[src/rtl/jam_param_if.sv]
// ---------------------------------------------------------------------------
// jam_param_if
// Bundles the run handshake, the cost-ROM address/data pair and the result
// outputs of the jam_param job-assignment solver.
//   start      : run request toward the solver
//   busy       : solver run in progress (through the Valid cycle)
//   W, J       : worker / job index presented to the cost ROM
//   Cost       : ROM data for the (W, J) pair of the previous cycle
//   MinCost    : minimum total cost found
//   MatchCount : number of permutations reaching MinCost (saturating)
//   BestJ      : first optimal assignment, BestJ[LW*w +: LW] = job of worker w
//   Valid      : one-cycle completion pulse
// Modports: master = requester / ROM side, slave = solver side.
// ---------------------------------------------------------------------------
interface jam_param_if #(
  parameter int N      = 8,
  parameter int COST_W = 7,
  parameter int MC_W   = 4
);
  localparam int LW    = $clog2(N);
  localparam int SUM_W = COST_W + LW;

  logic                start;
  logic                busy;
  logic [LW-1:0]       W;
  logic [LW-1:0]       J;
  logic [COST_W-1:0]   Cost;
  logic [SUM_W-1:0]    MinCost;
  logic [MC_W-1:0]     MatchCount;
  logic [N*LW-1:0]     BestJ;
  logic                Valid;

  modport master (
    output start, Cost,
    input  busy, W, J, MinCost, MatchCount, BestJ, Valid
  );

  modport slave (
    input  start, Cost,
    output busy, W, J, MinCost, MatchCount, BestJ, Valid
  );
endinterface

[src/rtl/jam_param.sv]
// ---------------------------------------------------------------------------
// jam_param
// Exhaustive N x N job-assignment solver. Walks all N! permutations in
// lexicographic order, fetching one cost entry per cycle from an external
// ROM with one cycle of read latency, and keeps the minimum total cost, how
// many permutations reach it (saturating) and the first optimal assignment.
// Ports:
//   CLK : clock, rising edge
//   RST : asynchronous active-high reset
//   bus : jam_param_if slave modport (handshake, ROM port, results)
// Each permutation costs N FETCH cycles plus one EVAL cycle.
// ---------------------------------------------------------------------------
module jam_param #(
  parameter int N      = 8,
  parameter int COST_W = 7,
  parameter int MC_W   = 4
) (
  input  logic       CLK,
  input  logic       RST,
  jam_param_if.slave bus
);
  localparam int LW    = $clog2(N);
  localparam int SUM_W = COST_W + LW;
  localparam int PW    = N * LW;

  typedef enum logic [1:0] {IDLE, FETCH, EVAL} state_t;

  state_t            state, state_nxt;
  logic [LW-1:0]     k, k_nxt;
  logic [PW-1:0]     perm, perm_nxt;
  logic [PW-1:0]     perm_first, perm_succ;
  logic              perm_last;
  logic [SUM_W-1:0]  acc, acc_nxt, sum_final;
  logic [SUM_W-1:0]  min_cost, min_nxt;
  logic [MC_W-1:0]   match, match_nxt;
  logic [PW-1:0]     best, best_nxt;
  logic              busy_r, busy_nxt;
  logic              valid_r, valid_nxt;
  logic [LW-1:0]     w_r, w_nxt, j_r, j_nxt;

  int                piv, sel;
  logic [LW-1:0]     piv_val, sel_val;
  logic [LW-1:0]     swapped [N];

  // Identity permutation loaded at the start of every run
  always_comb begin
    perm_first = '0;
    for (int m = 0; m < N; m++) perm_first[LW*m +: LW] = LW'(m);
  end

  // Lexicographic successor of perm. All element selects use constant
  // indices compared against piv/sel so the logic stays a plain mux tree.
  // perm_last is set when no ascending pair exists (fully descending).
  always_comb begin
    piv       = 0;
    sel       = 0;
    perm_last = 1'b1;
    piv_val   = '0;
    sel_val   = '0;
    perm_succ = perm;
    for (int i = 0; i < N - 1; i++) begin
      if (perm[LW*i +: LW] < perm[LW*(i+1) +: LW]) begin
        piv       = i;
        perm_last = 1'b0;
      end
    end
    for (int m = 0; m < N; m++)
      if (m == piv) piv_val = perm[LW*m +: LW];
    for (int m = 0; m < N; m++)
      if (m > piv && perm[LW*m +: LW] > piv_val) sel = m;
    for (int m = 0; m < N; m++)
      if (m == sel) sel_val = perm[LW*m +: LW];
    for (int m = 0; m < N; m++) begin
      if (m == piv)      swapped[m] = sel_val;
      else if (m == sel) swapped[m] = piv_val;
      else               swapped[m] = perm[LW*m +: LW];
    end
    // Suffix after the pivot is reversed: position m takes N+piv-m
    for (int m = 0; m < N; m++) begin
      if (m <= piv) perm_succ[LW*m +: LW] = swapped[m];
      else begin
        for (int s = 0; s < N; s++)
          if (s == N + piv - m) perm_succ[LW*m +: LW] = swapped[s];
      end
    end
  end

  // State register
  always_ff @(posedge CLK or posedge RST) begin
    if (RST) state <= IDLE;
    else     state <= state_nxt;
  end

  // Next-state and datapath updates. W/J are computed one cycle ahead so the
  // registered ROM address lines up with the FETCH cycle it belongs to.
  always_comb begin
    state_nxt = state;
    k_nxt     = k;
    perm_nxt  = perm;
    acc_nxt   = acc;
    min_nxt   = min_cost;
    match_nxt = match;
    best_nxt  = best;
    busy_nxt  = busy_r;
    valid_nxt = 1'b0;
    w_nxt     = '0;
    j_nxt     = '0;
    sum_final = acc + SUM_W'(bus.Cost);
    case (state)
      IDLE: begin
        busy_nxt = 1'b0;
        if (bus.start) begin
          state_nxt = FETCH;
          k_nxt     = '0;
          perm_nxt  = perm_first;
          acc_nxt   = '0;
          min_nxt   = '1;
          match_nxt = '0;
          best_nxt  = '0;
          busy_nxt  = 1'b1;
        end
      end
      FETCH: begin
        // Cost seen in FETCH k belongs to worker k-1; k==0 sees a stale word
        acc_nxt = (k == '0) ? '0 : sum_final;
        if (int'(k) == N - 1) begin
          state_nxt = EVAL;
        end else begin
          k_nxt = k + LW'(1);
          w_nxt = k + LW'(1);
          for (int m = 0; m < N; m++)
            if (m == int'(k) + 1) j_nxt = perm[LW*m +: LW];
        end
      end
      EVAL: begin
        // Strictly-smaller update keeps the lexicographically first optimum
        if (sum_final < min_cost) begin
          min_nxt   = sum_final;
          match_nxt = MC_W'(1);
          best_nxt  = perm;
        end else if (sum_final == min_cost && match != '1) begin
          match_nxt = match + MC_W'(1);
        end
        if (perm_last) begin
          state_nxt = IDLE;
          valid_nxt = 1'b1;
        end else begin
          state_nxt = FETCH;
          perm_nxt  = perm_succ;
          k_nxt     = '0;
          j_nxt     = perm_succ[LW-1:0];
        end
      end
      default: state_nxt = IDLE;
    endcase
  end

  // Datapath and output registers
  always_ff @(posedge CLK or posedge RST) begin
    if (RST) begin
      k        <= '0;
      perm     <= '0;
      acc      <= '0;
      min_cost <= '1;
      match    <= '0;
      best     <= '0;
      busy_r   <= 1'b0;
      valid_r  <= 1'b0;
      w_r      <= '0;
      j_r      <= '0;
    end else begin
      k        <= k_nxt;
      perm     <= perm_nxt;
      acc      <= acc_nxt;
      min_cost <= min_nxt;
      match    <= match_nxt;
      best     <= best_nxt;
      busy_r   <= busy_nxt;
      valid_r  <= valid_nxt;
      w_r      <= w_nxt;
      j_r      <= j_nxt;
    end
  end

  assign bus.busy       = busy_r;
  assign bus.Valid      = valid_r;
  assign bus.W          = w_r;
  assign bus.J          = j_r;
  assign bus.MinCost    = min_cost;
  assign bus.MatchCount = match;
  assign bus.BestJ      = best;

endmodule

[src/flat_wrapper.sv]
// flat-port wrapper written by rule: the top's interface ports become plain ports
module jam_param_flat 
#(
  parameter int N      = 8,
  parameter int COST_W = 7,
  parameter int MC_W   = 4
)
  (CLK, RST, bus_start, bus_Cost, bus_busy, bus_W, bus_J, bus_MinCost, bus_MatchCount, bus_BestJ, bus_Valid);
  jam_param_if #(.N(N), .COST_W(COST_W), .MC_W(MC_W)) bus_i ();
  input  logic CLK;
  input  logic RST;
  input wire logic [$bits(bus_i.start)-1:0] bus_start;
  input wire logic [$bits(bus_i.Cost)-1:0] bus_Cost;
  output wire logic [$bits(bus_i.busy)-1:0] bus_busy;
  output wire logic [$bits(bus_i.W)-1:0] bus_W;
  output wire logic [$bits(bus_i.J)-1:0] bus_J;
  output wire logic [$bits(bus_i.MinCost)-1:0] bus_MinCost;
  output wire logic [$bits(bus_i.MatchCount)-1:0] bus_MatchCount;
  output wire logic [$bits(bus_i.BestJ)-1:0] bus_BestJ;
  output wire logic [$bits(bus_i.Valid)-1:0] bus_Valid;
  assign bus_i.start = bus_start;
  assign bus_i.Cost = bus_Cost;
  assign bus_busy = bus_i.busy;
  assign bus_W = bus_i.W;
  assign bus_J = bus_i.J;
  assign bus_MinCost = bus_i.MinCost;
  assign bus_MatchCount = bus_i.MatchCount;
  assign bus_BestJ = bus_i.BestJ;
  assign bus_Valid = bus_i.Valid;
  jam_param #(.N(N), .COST_W(COST_W), .MC_W(MC_W)) u_core (.CLK(CLK), .RST(RST), .bus(bus_i));
endmodule
[config.mk]
export PLATFORM = sky130hd
export DESIGN_NAME = jam_param_flat
export DESIGN_NICKNAME = d
export VERILOG_FILES = /design/src/rtl/jam_param_if.sv /design/src/rtl/jam_param.sv /design/src/flat_wrapper.sv
export SDC_FILE = /design/constraint.sdc
export NUM_CORES = 1
export LEC_CHECK = 0
export CAP_MARGIN = 20
export CORE_MARGIN = 2
export CORE_UTILIZATION = 35
export CTS_CLUSTER_SIZE = 14
export DETAILED_ROUTE_END_ITERATION = 12
export MAX_ROUTING_LAYER = met4
export SLEW_MARGIN = 25
export SYNTH_ARGS = -nofsm -noshare
export SYNTH_HDL_FRONTEND = slang
export SYNTH_SLANG_ARGS = --single-unit
export TNS_END_PERCENT = 1
[constraint.sdc]
create_clock -name CLK -period 11.5 [get_ports CLK]
set_input_delay 2.3 -clock CLK [delete_from_list [all_inputs] [get_ports CLK]]
set_output_delay 2.3 -clock CLK [all_outputs]
set_load 0.01 [all_outputs]
; ---- After elaboration in Yosys (flattened, before gate mapping)
; Index checks and enable logic that the tools add are counted.
[totals]
register_bits = 85
latchBits = 0
ram_bits = 0
romBits = 0
in_bits = 10
memories = 0
[classes]
n_addsub = 12
n_mul = 0
div = 0
order_cmp = 30
n_eq_ne = 95
shifts = 0
mux = 164
bitwise = 0
n_reduce_logical = 37
[ops]
columns = cell, n
row1 = 4-bit by 32-bit equality test with 1-bit output (first input constant), 36
row2 = 3-bit by 32-bit equality test with 1-bit output (first input constant), 18
row3 = 3-bit two-way mux, 126
row4 = 32-bit zero test, 11
row5 = 2-bit by 32-bit equality test with 1-bit output (first input constant), 9
row6 = 32-bit by 4-bit subtractor with 32-bit output (second input constant), 4
row7 = 24-bit two-way mux, 4
row8 = 24-bit one-hot mux with 2 select lines, 2
row9 = 10-bit by 1-bit != test with 1-bit output (second input constant), 7
row10 = 32-bit by 3-bit subtractor with 32-bit output (second input constant), 2
row11 = 10-bit two-way mux, 4
row12 = 10-bit one-hot mux with 2 select lines, 2
row13 = 4-bit AND reduction, 8
row14 = 32-bit by 2-bit subtractor with 32-bit output (second input constant), 1
row15 = 3-bit equality test (first input constant), 8
row16 = 3-bit greater-than comparator, 7
row17 = 3-bit < comparator, 7
row18 = 1-bit two-way mux, 13
row19 = 2-bit by 3-bit equality test with 1-bit output (first input constant), 4
row20 = 3-bit greater-than comparator (first input constant), 4
row21 = 3-bit less-or-equal comparator (first input constant), 4
row22 = 2-bit two-way mux, 6
row23 = 4-bit two-way mux, 3
row24 = 10-bit by 7-bit adder with 10-bit output, 1
row25 = 29 further kinds, 47

; ---- Depth between registers and ports, before layout
[logic_depth]
word_depth = 46
ltp_mapped = 34
depth_no_buf = 31

; ---- Worst setup path after synthesis
; OpenSTA, ideal clock, no wires.
[synth_timing]
path_type = reg-to-reg
start = register u_core.perm[19]
end = register u_core.perm[21]
setup_time_ps = 87
t_arrival_ps = 6982
t_required_ps = 11413
path_slack_ps = 4431
path_stages_with_launch = 30
path_buffers = 6
path_cell_list = dfrtp_1 -> clkbuf_1 -> inv_1 -> ha_1 -> a31oi_4 -> nor3_4 -> clkbuf_1 -> nand2_1 -> inv_1 -> clkbuf_1 -> clkbuf_1 -> ha_1 -> clkbuf_1 -> nor2_1 -> a221o_1 -> clkbuf_1 -> ha_1 -> a32oi_1 -> o22ai_1 -> a211o_1 -> a21oi_1 -> a221o_1 -> o211ai_4 -> a211oi_4 -> mux2_2 -> a211oi_2 -> o221ai_1 -> mux2i_1 -> o21ai_1 -> a22oi_1
[synth_between]
elab_chain_cells = 42
[synth_rtl]
columns = item, line
row1 = from (decl), jam_param.sv:30  ; logic [PW-1:0] perm, perm_nxt;
row2 = from (signal assigned), jam_param.sv:173  ; perm <= perm_nxt;
row3 = 3-bit < comparator, jam_param.sv:62  ; if (perm[LW*i +: LW] < perm[LW*(i+1) +: LW]) begin
row4 = 3-bit two-way mux (2 in a row), jam_param.sv:62
row5 = 32-bit zero test, "jam_param.sv:68, jam_param.sv:74"
row6 = 3-bit two-way mux (8 in a row), jam_param.sv:68  ; if (m == piv) piv_val = perm[LW*m +: LW];
row7 = 3-bit greater-than comparator, jam_param.sv:70  ; if (m > piv && perm[LW*m +: LW] > piv_val) sel = m;
row8 = 1-bit logical AND, jam_param.sv:70
row9 = 1-bit two-way mux, jam_param.sv:70
row10 = 2-bit two-way mux (2 in a row), jam_param.sv:70
row11 = 3-bit two-way mux (4 in a row), jam_param.sv:70
row12 = 32-bit zero test, "jam_param.sv:72, jam_param.sv:75"
row13 = 3-bit two-way mux (8 in a row), jam_param.sv:72  ; if (m == sel) sel_val = perm[LW*m +: LW];
row14 = 3-bit two-way mux, jam_param.sv:74  ; if (m == piv) swapped[m] = sel_val;
row15 = 3-bit two-way mux (8 in a row), jam_param.sv:83  ; if (s == N + piv - m) perm_succ[LW*m +: LW] = swapped[s];
row16 = 3-bit two-way mux, jam_param.sv:80  ; if (m <= piv) perm_succ[LW*m +: LW] = swapped[m];
row17 = 24-bit two-way mux, jam_param.sv:144  ; if (perm_last) begin
row18 = 24-bit one-hot mux with 2 select lines, jam_param.sv:109  ; case (state)
; Parallel ways exist; a longest one is shown, timed or not. The select of a mux whose other input is x is not followed.
; A chain may end at the register's enable or synchronous reset.

; ---- Worst setup path after layout
[layout_timing]
start = register u_core.perm[17]
end = register u_core.perm[22]
[layout_between]
elab_chain_cells = 43
[layout_rtl]
columns = item, line
row1 = 3-bit < comparator, jam_param.sv:62
row2 = 3-bit two-way mux (3 in a row), jam_param.sv:62
row3 = 32-bit zero test, "jam_param.sv:68, jam_param.sv:74"
row4 = 3-bit two-way mux (8 in a row), jam_param.sv:68
row5 = 3-bit greater-than comparator, jam_param.sv:70
row6 = 1-bit logical AND, jam_param.sv:70
row7 = 1-bit two-way mux, jam_param.sv:70
row8 = 2-bit two-way mux (2 in a row), jam_param.sv:70
row9 = 3-bit two-way mux (4 in a row), jam_param.sv:70
row10 = 32-bit zero test, "jam_param.sv:72, jam_param.sv:75"
row11 = 3-bit two-way mux (8 in a row), jam_param.sv:72
row12 = 3-bit two-way mux, jam_param.sv:74
row13 = 3-bit two-way mux (8 in a row), jam_param.sv:83
row14 = 3-bit two-way mux, jam_param.sv:80
row15 = 24-bit two-way mux, jam_param.sv:144
row16 = 24-bit one-hot mux with 2 select lines, jam_param.sv:109
; Parallel ways exist; a longest one is shown, timed or not. The select of a mux whose other input is x is not followed.

==> metrics.txt <==
# TYPE chip_impl_metric gauge
chip_impl_info{name="timing.critical_path.slowest_stage_cell",value="sky130_fd_sc_hd__ha_1"} 1
chip_impl_info{name="outcome",value="finished clean"} 1
chip_impl_info{name="post_synth_main_area_contributors",value="sky130_fd_sc_hd__dfrtp_1 22%, sky130_fd_sc_hd__ha_1 9.6%, sky130_fd_sc_hd__o21ai_0 6.2%"} 1
chip_impl_info{name="synth_largest_area_cell",value="sky130_fd_sc_hd__dfrtp_1"} 1
chip_impl_info{name="path_class",value="reg -> reg"} 1
chip_impl_info{name="ys.flop_type",value="sky130_fd_sc_hd__dfrtp_1"} 1
chip_impl_metric{name="max_slew_margin",unit=""} 0.291
chip_impl_metric{name="synth_async_sr_flop_share",unit=""} 1.00
chip_impl_metric{name="synth.yosys.warnings",unit=""} 0
chip_impl_metric{name="final_ant_viol_nets",unit=""} 0
chip_impl_metric{name="synth_top_area_frac",unit=""} 0.222
chip_impl_metric{name="drt-vias-per-instance",unit=""} 6.41
chip_impl_metric{name="worst_slack",unit="ns"} 1.33
chip_impl_metric{name="nNetsFinal",unit=""} 1194
chip_impl_metric{name="timing.critical_path.slowest_cell_delay",unit="ns"} 0.77
chip_impl_metric{name="maxSlewViolCount",unit=""} 0
chip_impl_info{name="rsz0062_at_grt",value="false"} 1
chip_impl_metric{name="cts_repair_resize_count",unit=""} 0
chip_impl_metric{name="die_width",unit="um"} 159
chip_impl_metric{name="gp_congestion",unit=""} 1.04
chip_impl_info{name="layout.cells.most_common",value="sky130_fd_sc_hd__nand2_1"} 1
chip_impl_metric{name="tritoncts.num_buffers",unit=""} 9
chip_impl_metric{name="cts-root-to-sink-buffers",unit=""} 2
chip_impl_metric{name="worstSkewPairLatency",unit="ns"} 0.36
chip_impl_metric{name="boundaryPins",unit=""} 56
chip_impl_metric{name="max-cap-violations",unit=""} 0
chip_impl_metric{name="detail_route.wirelength",unit="mm"} 36.5
chip_impl_metric{name="placeableCoreArea",unit="sq mm"} 0.0236
chip_impl_metric{name="final_hpwl_dp",unit="mm"} 27.4
chip_impl_metric{name="worst_case_vdd_ir_drop",unit="mV"} 0.0874
chip_impl_metric{name="max_slew.worst_pin.slew",unit="ns"} 1.06
chip_impl_metric{name="cts_setup_buffers",unit=""} 0
chip_impl_metric{name="timing.final.crit_share",unit=""} 0.884
chip_impl_metric{name="antenna_cells_inserted",unit=""} 0
chip_impl_info{name="critPathTopFamily",value="compound AO/OA/AOI/OAI gates"} 1
chip_impl_metric{name="synth_cells",unit=""} 1086
chip_impl_metric{name="final_setup_violation_count",unit=""} 0
chip_impl_metric{name="wl_per_cell",unit="um"} 25.3
chip_impl_info{name="tritoncts_clock_tree",value="built"} 1
chip_impl_info{name="timing.critical_path.mode_cell",value="sky130_fd_sc_hd__inv_1"} 1
chip_impl_metric{name="place_inst",unit=""} 1426
chip_impl_metric{name="final.setup_skew",unit="ns"} 0.0107
chip_impl_metric{name="dieHeight",unit="um"} 159
chip_impl_metric{name="ys_seq_elements",unit=""} 85
chip_impl_info{name="library_cell_used_as_clock_root_buffer",value="sky130_fd_sc_hd__clkbuf_16"} 1
chip_impl_metric{name="net_count_after_synthesis",unit=""} 1162
chip_impl_metric{name="critical_path.n_buffers_inverters",unit=""} 5
chip_impl_metric{name="fin_setup_tns",unit="ns"} 0
chip_impl_metric{name="layout_min_cycle_time",unit="ns"} 10.17
chip_impl_metric{name="finish.utilization",unit=""} 0.408
chip_impl_metric{name="post-route-drc-count",unit=""} 0
chip_impl_metric{name="post_synth.cell_area_avg",unit="sq um"} 7.78
chip_impl_metric{name="power.density_cell_area",unit="mW/mm^2"} 103
chip_impl_metric{name="synth_sequential_area_ratio",unit=""} 0.253
chip_impl_metric{name="report.final.hold_viol_count",unit=""} 0
chip_impl_metric{name="drive_gt1_frac",unit=""} 0.0953
chip_impl_metric{name="global_route.usage.total",unit=""} 0.291
chip_impl_metric{name="num_rows",unit=""} 56
chip_impl_metric{name="buffer_ports.inserted",unit=""} 55
chip_impl_info{name="most_used_cells_in_the_layout_excluding_fill_and_tap_cells",value="129 x sky130_fd_sc_hd__nand2_1, 105 x sky130_fd_sc_hd__o21ai_0, 105 x sky130_fd_sc_hd__nor2_1, 95 x sky130_fd_sc_hd__a21oi_1, 75 x sky130_fd_sc_hd__dfrtp_1"} 1
chip_impl_metric{name="post_route_insts_no_fill",unit=""} 1442
chip_impl_metric{name="ys_types",unit=""} 94
chip_impl_metric{name="grt-ovfl-total",unit=""} 0
chip_impl_metric{name="grt_start_max_net_pins",unit=""} 63
chip_impl_metric{name="total_leakage_power",unit="nW"} 4.00
chip_impl_metric{name="fmax",unit="GHz"} 0.0984
chip_impl_metric{name="antenna_found_initial",unit=""} 0
chip_impl_metric{name="worst_setup_hold_path_clk_slew",unit="ns"} 0.07
chip_impl_metric{name="routed-via-count",unit=""} 9241
chip_impl_info{name="setup.worst_path.end_class",value="register"} 1
chip_impl_metric{name="cp.required",unit="ns"} 11.74
chip_impl_metric{name="preCtsSetupSlack",unit="ns"} 1.75
chip_impl_metric{name="worstPathArrival",unit="ns"} 10.41
chip_impl_metric{name="cts_max_level",unit=""} 3
chip_impl_metric{name="synth_enable_flop_cells",unit=""} 0
chip_impl_metric{name="holdBufCountCts",unit=""} 0
chip_impl_info{name="worst_hold_path_type",value="reg -> reg"} 1
chip_impl_metric{name="die-area",unit="sq mm"} 0.0254
chip_impl_info{name="startpoint_type",value="register"} 1
chip_impl_metric{name="path_max_fanout",unit=""} 16
chip_impl_metric{name="grt_pass1_wl",unit="mm"} 55.1
chip_impl_metric{name="drt_pre_antenna_iters",unit=""} 5
chip_impl_metric{name="detail_route.iter0.violations",unit=""} 998
chip_impl_metric{name="floorplan.initialDensity",unit=""} 0.358
chip_impl_metric{name="post_synth_instance_area",unit="sq mm"} 0.00845
chip_impl_metric{name="area_growth",unit="%"} 14.1
chip_impl_metric{name="number_of_global_route_vias_before_repair",unit=""} 8755
chip_impl_metric{name="cts_sinks",unit=""} 85
## flip-flops by register name (all words and copies together) (netlist names), 3 cells and up
| signal | count |
|---|---|
| u_core.k | 3 |
| u_core.bus.MatchCount | 4 |
| u_core.bus.MinCost | 10 |
| u_core.acc | 10 |
| u_core.bus.W | 3 |
| u_core.bus.J | 3 |
| u_core.perm | 24 |
| u_core.bus.BestJ | 24 |
## kinds of logic after synthesis
family | synth area share
adders and majority gates | 0.0986
DFF | 0.253
buffers and inverters | 0.0535
muxes | 0.0449
AOI/OAI and AO/OA | 0.358
xor gates and xnor gates | 0.00829
and+or+nand+nor | 0.183
## metal layers
layer,up-vias,share of wire,routed length [um],global-route usage
li1,4111,-,-,-
met1,4471,0.43,15800,0.392
met2,545,0.44,16000,0.431
met3,114,0.083,3030,0.0422
met4,0,0.043,1560,0.131
met5,-,0,0,-
## Yosys cell counts, types with 12 or more instances
master	number
sky130_fd_sc_hd__nand3_1	23
sky130_fd_sc_hd__a31oi_1	13
sky130_fd_sc_hd__o22ai_1	25
sky130_fd_sc_hd__nor2_1	105
sky130_fd_sc_hd__ha_1	65
sky130_fd_sc_hd__nor3_1	20
sky130_fd_sc_hd__nand2_1	129
sky130_fd_sc_hd__a22oi_1	12
sky130_fd_sc_hd__a22o_1	13
sky130_fd_sc_hd__a21oi_1	95
sky130_fd_sc_hd__dfrtp_1	75
sky130_fd_sc_hd__inv_1	63
sky130_fd_sc_hd__a211oi_1	15
sky130_fd_sc_hd__mux2i_1	21
sky130_fd_sc_hd__a21o_1	15
sky130_fd_sc_hd__o21ai_0	105
sky130_fd_sc_hd__clkbuf_1	46
sky130_fd_sc_hd__o211ai_1	15
## layout make-up
class / count / area, sq um
multi-input combinational: 884 / 5870
inverter: 65 / 245
timing repair buffer: 73 / 686
tap: 319 / 399
fill: 2450 / 14000
sequential: 85 / 2140
clock buffer: 10 / 239
clock inverter: 6 / 68.8
## worst min-delay path, stage by stage (launching register included)
cell,delay (ns)
sky130_fd_sc_hd__dfrtp_1,0.34
sky130_fd_sc_hd__nand2_1,0.05
sky130_fd_sc_hd__o21ai_0,0.06
## report_power, final
part           switching, mW  leakage [nW]  total, mW  internal, mW
registers             0.0254          1.06      0.378         0.353
logic                  0.151          2.80      0.301         0.150
clock network          0.140         0.150      0.317         0.177
total                  0.317          4.00      0.995         0.679
## metrics by stage
stage	hold slack [ns]	total power, mW	cell area (sq um)
after CTS	0.483	1.00	9640
final	0.474	0.995	9650
after detailed placement	0.469	0.686	9330
after global placement	0.459	0.677	9330
after global routing	0.501	1.06	9650
after floorplan	0.454	0.575	8450
## worst paths after layout
check	start	slack, ns	depth (start not counted)	end
min reg2reg	u_core.bus.BestJ[1]	0.47	2	u_core.bus.BestJ[1]
min in group asynchronous	RST	2.28	2	u_core.perm[4]
max in group asynchronous	RST	8.04	3	u_core.perm[10]
max reg2reg	u_core.perm[17]	1.33	32	u_core.perm[22]
max	u_core.perm[17]	1.33	32	u_core.perm[22]
min	u_core.bus.BestJ[1]	0.47	2	u_core.bus.BestJ[1]
Note: power is estimated with default switching activity, not from simulation.
